`config.mk`:
```
export PLATFORM = sky130hd
export DESIGN_NAME = mode_sorter
export DESIGN_NICKNAME = d
export VERILOG_FILES = /design/src/rtl/mode_sorter_pkg.sv /design/src/rtl/mode_sorter_sort_cell.sv /design/src/rtl/mode_sorter.sv
export SDC_FILE = /design/constraint.sdc
export NUM_CORES = 2
export LEC_CHECK = 0
export ABC_CLOCK_PERIOD_IN_PS = 4900
export BUFFER_PORTS_ARGS = -buffer_cell sky130_fd_sc_hd__buf_2
export CORE_UTILIZATION = 40
export CTS_CLUSTER_SIZE = 30
export DETAILED_ROUTE_END_ITERATION = 12
export PLACE_DENSITY = 0.59
export SYNTH_ARGS = -nofsm -noshare
export SYNTH_HDL_FRONTEND = slang
export SYNTH_SLANG_ARGS = --single-unit
```
`constraint.sdc`:
```
create_clock -name clk -period 4.9 [get_ports clk]
set_input_delay 0.49 -clock clk [delete_from_list [all_inputs] [get_ports clk]]
set_output_delay 0.49 -clock clk [all_outputs]
set_load 0.01 [all_outputs]
```
`src/rtl/mode_sorter_pkg.sv`:
```
// Shared definitions for the mode sorter: FSM state encoding, index width
// and the mode-to-block-length mapping.
package mode_sorter_pkg;

   typedef enum logic [1:0] {
      ST_IDLE,
      ST_LOAD,
      ST_DRAIN
   } state_t;

   localparam int unsigned MIN_LEN = 4;

   function automatic int unsigned idx_width(input int unsigned max_len);
      return $clog2(max_len);
   endfunction

   // Block length doubles with each mode step and never exceeds the store depth.
   function automatic int unsigned mode_len(input logic [1:0] m, input int unsigned max_len);
      int unsigned len;
      len = MIN_LEN << m;
      return (len > max_len) ? max_len : len;
   endfunction

endpackage

```
`src/rtl/mode_sorter_sort_cell.sv`:
```
// One slot of the insertion-sorted store: holds, takes the new sample, or
// takes its neighbour's entry (right shift on insert, left shift on drain).
module sort_cell
   import mode_sorter_pkg::*;
#(
   parameter int WIDTH   = 16,
   parameter int IDXW    = 5,
   parameter int DESCEND = 0
) (
   input  logic             clk,
   input  logic             rst,
   input  logic             clear,
   input  logic             insert,
   input  logic             shift,
   input  logic [WIDTH-1:0] new_val,
   input  logic [IDXW-1:0]  new_idx,
   input  logic [WIDTH-1:0] prev_val,
   input  logic [IDXW-1:0]  prev_idx,
   input  logic             prev_occ,
   input  logic [WIDTH-1:0] next_val,
   input  logic [IDXW-1:0]  next_idx,
   input  logic             next_occ,
   output logic [WIDTH-1:0] val,
   output logic [IDXW-1:0]  idx,
   output logic             occ
);

   logic own_before;
   logic prev_before;

   // An entry stays ahead of the new sample when it is equal, which keeps ties in arrival order.
   assign own_before  = occ && ((DESCEND != 0) ? (val >= new_val) : (val <= new_val));
   assign prev_before = prev_occ && ((DESCEND != 0) ? (prev_val >= new_val) : (prev_val <= new_val));

   always_ff @(posedge clk or negedge rst) begin
      if (!rst) begin
         val <= '0;
         idx <= '0;
         occ <= 1'b0;
      end else if (clear) begin
         val <= '0;
         idx <= '0;
         occ <= 1'b0;
      end else if (insert && !own_before) begin
         if (prev_before) begin
            val <= new_val;
            idx <= new_idx;
            occ <= 1'b1;
         end else begin
            val <= prev_val;
            idx <= prev_idx;
            occ <= prev_occ;
         end
      end else if (shift) begin
         val <= next_val;
         idx <= next_idx;
         occ <= next_occ;
      end
   end

endmodule

```
`src/rtl/mode_sorter.sv`:
```
// Block insertion sorter: loads LEN samples into a sorted store, then drains
// them in order with their arrival indices under valid/ready handshakes.
module mode_sorter
   import mode_sorter_pkg::*;
#(
   parameter int WIDTH   = 16,
   parameter int MAX_LEN = 32,
   parameter int DESCEND = 0,
   localparam int IDXW   = idx_width(MAX_LEN)
) (
   input  logic             clk,
   input  logic             rst,
   input  logic             start,
   input  logic [1:0]       M,
   input  logic             in_valid,
   output logic             in_ready,
   input  logic [WIDTH-1:0] in_data,
   output logic             out_valid,
   input  logic             out_ready,
   output logic [WIDTH-1:0] out_data,
   output logic [IDXW-1:0]  out_idx,
   output logic             out_last,
   output logic             busy,
   output logic             done
);

   localparam int LENW = IDXW + 1;
   localparam logic [WIDTH-1:0] SEED_VAL = (DESCEND != 0) ? {WIDTH{1'b1}} : {WIDTH{1'b0}};

   state_t           state;
   logic [LENW-1:0]  len;
   logic [IDXW-1:0]  count;
   logic [IDXW-1:0]  k;
   logic             accept;
   logic             handshake;
   logic             clear;
   logic             last_in;
   logic             last_out;

   logic [WIDTH-1:0] cell_val [MAX_LEN];
   logic [IDXW-1:0]  cell_idx [MAX_LEN];
   logic             cell_occ [MAX_LEN];
   logic [WIDTH-1:0] prev_val [MAX_LEN];
   logic [IDXW-1:0]  prev_idx [MAX_LEN];
   logic             prev_occ [MAX_LEN];
   logic [WIDTH-1:0] next_val [MAX_LEN];
   logic [IDXW-1:0]  next_idx [MAX_LEN];
   logic             next_occ [MAX_LEN];

   assign accept    = in_valid && in_ready;
   assign handshake = out_valid && out_ready;
   assign clear     = (state == ST_IDLE) && start;
   assign last_in   = (LENW'(count) + LENW'(1)) == len;
   assign last_out  = (LENW'(k) + LENW'(1)) == len;

   // The head slot sees a phantom occupied neighbour that always sorts first,
   // so an empty store inserts at slot 0.
   for (genvar g = 0; g < MAX_LEN; g++) begin : g_store
      if (g == 0) begin : g_head
         assign prev_val[g] = SEED_VAL;
         assign prev_idx[g] = '0;
         assign prev_occ[g] = 1'b1;
      end else begin : g_link_prev
         assign prev_val[g] = cell_val[g-1];
         assign prev_idx[g] = cell_idx[g-1];
         assign prev_occ[g] = cell_occ[g-1];
      end

      if (g == MAX_LEN - 1) begin : g_tail
         assign next_val[g] = '0;
         assign next_idx[g] = '0;
         assign next_occ[g] = 1'b0;
      end else begin : g_link_next
         assign next_val[g] = cell_val[g+1];
         assign next_idx[g] = cell_idx[g+1];
         assign next_occ[g] = cell_occ[g+1];
      end

      sort_cell #(
         .WIDTH   (WIDTH),
         .IDXW    (IDXW),
         .DESCEND (DESCEND)
      ) u_cell (
         .clk      (clk),
         .rst      (rst),
         .clear    (clear),
         .insert   (accept),
         .shift    (handshake),
         .new_val  (in_data),
         .new_idx  (count),
         .prev_val (prev_val[g]),
         .prev_idx (prev_idx[g]),
         .prev_occ (prev_occ[g]),
         .next_val (next_val[g]),
         .next_idx (next_idx[g]),
         .next_occ (next_occ[g]),
         .val      (cell_val[g]),
         .idx      (cell_idx[g]),
         .occ      (cell_occ[g])
      );
   end

   assign out_data = out_valid ? cell_val[0] : '0;
   assign out_idx  = out_valid ? cell_idx[0] : '0;

   always_ff @(posedge clk or negedge rst) begin
      if (!rst) begin
         state     <= ST_IDLE;
         len       <= '0;
         count     <= '0;
         k         <= '0;
         in_ready  <= 1'b0;
         out_valid <= 1'b0;
         out_last  <= 1'b0;
         busy      <= 1'b0;
         done      <= 1'b0;
      end else begin
         done <= 1'b0;
         case (state)
            ST_IDLE: begin
               if (start) begin
                  state    <= ST_LOAD;
                  len      <= LENW'(mode_len(M, MAX_LEN));
                  count    <= '0;
                  k        <= '0;
                  in_ready <= 1'b1;
                  busy     <= 1'b1;
               end
            end
            ST_LOAD: begin
               if (accept) begin
                  if (last_in) begin
                     state     <= ST_DRAIN;
                     in_ready  <= 1'b0;
                     out_valid <= 1'b1;
                     out_last  <= 1'b0;
                     k         <= '0;
                  end else begin
                     count <= count + IDXW'(1);
                  end
               end
            end
            ST_DRAIN: begin
               if (handshake) begin
                  if (last_out) begin
                     state     <= ST_IDLE;
                     out_valid <= 1'b0;
                     out_last  <= 1'b0;
                     busy      <= 1'b0;
                     done      <= 1'b1;
                     k         <= '0;
                     count     <= '0;
                  end else begin
                     k        <= k + IDXW'(1);
                     out_last <= (LENW'(k) + LENW'(2)) == len;
                  end
               end
            end
            default: state <= ST_IDLE;
         endcase
      end
   end

endmodule

```
==> results.md <==
* Global placement routability congestion at 0.920
* Crit start category: primary input
* Asr flop ratio synth at 100%
* Max Cap Viol at 0
* Maximum clock rate at 253 MHz
* Routed WL per cell at 31.2 microns
* All-Layer GR Usage at 32.5%
* Sequential share of the synthesized area at 32.6%
* RSZ-0062 raised after global routing: false
* Leakage at 24.4 nW
* CTS Buffer Depth at 3
* Clock Tree Root: clkbuf_16
* Htree depth at 3
* Worst Max-Slew Pin Slew at 1.27 ns
* P_sw at 0.0151 W
* Core ar. at 138000 sq um
* Final Hold Viols at 0
* Syn. warnings at 0
* Rows at 136
* Post-CTS sizing at 0
* Sink Count at 725
* Drt drc at 0
* Avg Cell Area, Syn at 9.27 sq um
* Port bufs at 48
* First-pass GRT wire length at 356 mm
* CTS tree: yes
* Drt first-iter violations at 6966
* Commonest non-fill, non-tap cell in the layout: dfrtp_1
* Pre-CTS setup slack at 0.375 ns
* CP max stage delay at 0.85 ns
* Hold Buf Count CTS at 3
* Worst setup margin at 0.954 ns
* Detailed Routing Iterations Pass 1 at 6
* Slowest cell on crit path: a2111oi_0
* Vias at 56400
* Antenna violations before repair at 4
* Highest-count cells in the layout ignoring fill and taps: dfrtp_1 (725), a22oi_1 (658), nand4_1 (580), ha_1 (516), o2111ai_1 (446)
* Share of layout cells above drive strength 1 at 11.0%
* Clk_skew at 0.0230 ns
* Final period utilization at 80.5%
* Post-DP HPWL at 156 mm
* Worst EP required at 5.51 ns
* Syn nets at 6531
* Synth top area share at 32.6%
* Final cell count without fillers at 7513
* Cell Pwr Density at 524 nW/um^2
* GRT overflow at 0
* Switching share of power at 47.3%
* Setup Buffers After CTS at 0
* I/O pin count at 49
* Die W at 375 microns
* Netlist Area Pre-Place at 55600 sq um
* Die area at 140000 sq um
* Tmin final at 3.95 ns
* Min-Delay Path Class: in2reg
* Crit Path Category: in2reg
* CTS buffer count at 89
* Part of the power in combinational logic at 45.9%
* Layout Area Growth over Synthesis at 9.64%
* DR vias/cell at 7.51
* Critical Path Sink Type: flop
* WL final at 235 mm
* Post-route setup TNS at 0 ns
* CTS clock-pin slew for the worst setup and hold paths at 0.06 ns
* Largest net degree at the start of global routing at 136
* Initial Util at 40.4%
* Yosys cell types at 82
* Clk_lat worst skew at 0.73 ns
* Clk pwr share at 21.4%
* Power Total at 0.0319 W
* Final nets at 6189
* Slew margin rel. at 15.2%
* Synth Register Bits at 725
* Post-DRT Antenna Nets at 0
* Vias in the first global route at 54200
* Die Y at 375 microns
* Syn Inst Count at 5992
* Number of synthesized flops with an enable pin at 0
* Peak supply drop at 0.295 mV
* Yosys top cell by area: dfrtp_1
* Critical Path AT at 4.55 ns
* Placed instance count at 7350
* Most used flip-flop cell after synthesis: dfrtp_1
* Largest fanout on the critical path at 23
* Area contributors post-synth: dfrtp_1 (33%), ha_1 (12%), a22oi_1 (8.9%)
* Cells along the critical path: buf_2 > inv_2 > buf_12 > ha_1 > nand4_1 > a2111oi_0 > a211o_1 > nand2_1 > o221ai_1
* Internal at 0.0168 W
* R2r setup slk at 0.99 ns
* Endpoints failing setup at 0
* Fin. max-slew vios at 0
* Status: finished clean
* Flop pwr share at 32.7%
-- worst max-delay path, delay by kind of cell --
family                     cells  cell delay, ns
AOI/OAI and AO/OA              3            1.98
buffers and inverters          3            0.98
and+or+nand+nor                2            0.89
adders and majority gates      1            0.17
-- cell type report --
| cell class | count | area, sq um |
|---|---|---|
| Clock buffer | 127 | 2590 |
| Timing Repair Buffer | 352 | 2940 |
| Sequential cell | 725 | 18100 |
| Antenna cell | 5 | 12.5 |
| Clock inverter | 28 | 251 |
| Multi-Input combinational cell | 4373 | 34300 |
| Fill cell | 13300 | 76700 |
| Tap cell | 1794 | 2240 |
| Inverter | 109 | 409 |
-- power by group through the flow --
| stage | logic [W] | clock network [W] | registers, W |
|---|---|---|---|
| final | 0.0147 | 0.00681 | 0.0104 |
| after detailed placement | 0.0142 | 0 | 0.0104 |
| after global placement | 0.0140 | 0 | 0.0104 |
| after CTS | 0.0143 | 0.00684 | 0.0103 |
| after global routing | 0.0158 | 0.00705 | 0.0106 |
| after floorplan | 0.0100 | 0 | 0.00919 |
-- layer usage --
metal / vias to the layer above / global-route usage (%) / wire length, microns / share of wire [%]
met5: - / 0 / 0 / 0
met4: 0 / 17.5 / 14200 / 6.0
met3: 661 / 6.39 / 20200 / 8.6
met2: 3040 / 49.0 / 103000 / 44
met1: 28300 / 43.6 / 96800 / 41
li1: 24500 / - / - / -
-- worst paths after layout --
kind                                      startpoint                    endpoint  cells past startpoint
max                                       in_data[5]    g_store[4].u_cell.idx[4]                      9
min                                             M[0]                      len[3]                      3
max reg2reg                g_store[3].u_cell.val[12]    g_store[4].u_cell.idx[4]                      6
min reg2reg                                     busy                        busy                      1
max in group asynchronous                        rst   g_store[7].u_cell.val[14]                      3
min in group asynchronous                        rst  g_store[28].u_cell.val[14]                      2
-- state kept, by name, indices dropped and copies added (netlist names) --
signal,flops
g_store.u_cell.val,512
g_store.u_cell.occ,32
g_store.u_cell.idx,160
busy,1
count,5
in_ready,1
k,5
len,4
done,1
state,2
out_valid,1
out_last,1
-- synthesized netlist by cell type, types with 4 or more instances --
library cell,instances
a2111oi_0,42
a211o_1,41
a211oi_1,39
a21boi_0,4
a21o_1,74
a21oi_1,187
a221oi_1,15
a22o_1,8
a22oi_1,658
a311o_1,21
a31oi_1,46
and2_1,32
and3_1,94
and4_1,4
buf_1,39
buf_2,83
buf_6,9
clkbuf_1,651
dfrtp_1,725
ha_1,516
inv_1,109
mux2i_1,130
nand2_1,190
nand2b_1,8
nand3_1,143
nand3_2,10
nand4_1,580
nor2_1,85
nor2b_1,32
nor3_1,55
nor3b_1,4
nor4_1,28
o2111ai_1,446
o211ai_1,68
o21a_1,22
o21ai_0,74
o221ai_1,423
o221ai_2,19
o22ai_1,156
or2_2,6
or3_1,6
or4_1,45
-- per-stage QoR --
| step | cell area, sq um | util [%] | hold WS, ns |
|---|---|---|---|
| after floorplan | 55600 | - | 0.194 |
| after global placement | 58000 | 42.2 | 0.458 |
| after detailed placement | 58000 | 42.2 | 0.477 |
| after CTS | 60900 | 44.3 | 0.0239 |
| after global routing | 60900 | 44.3 | 0.0817 |
| final | 60900 | 44.3 | 0.0535 |
-- logic make-up (layout without fill, tap and decap cells) --
kind of cell,count (synthesis),count (layout),synth area share [%]
other,0,5,0
buffers and inverters,894,616,6.37
xor gates and xnor gates,5,5,0.0788
AOI/OAI and AO/OA,2373,2373,33.1
DFF,725,725,32.6
adders and majority gates,516,516,11.6
and+or+nand+nor,1346,1346,13.8
muxes,133,133,2.40
No activity file was read; power rests on OpenSTA's default activity.
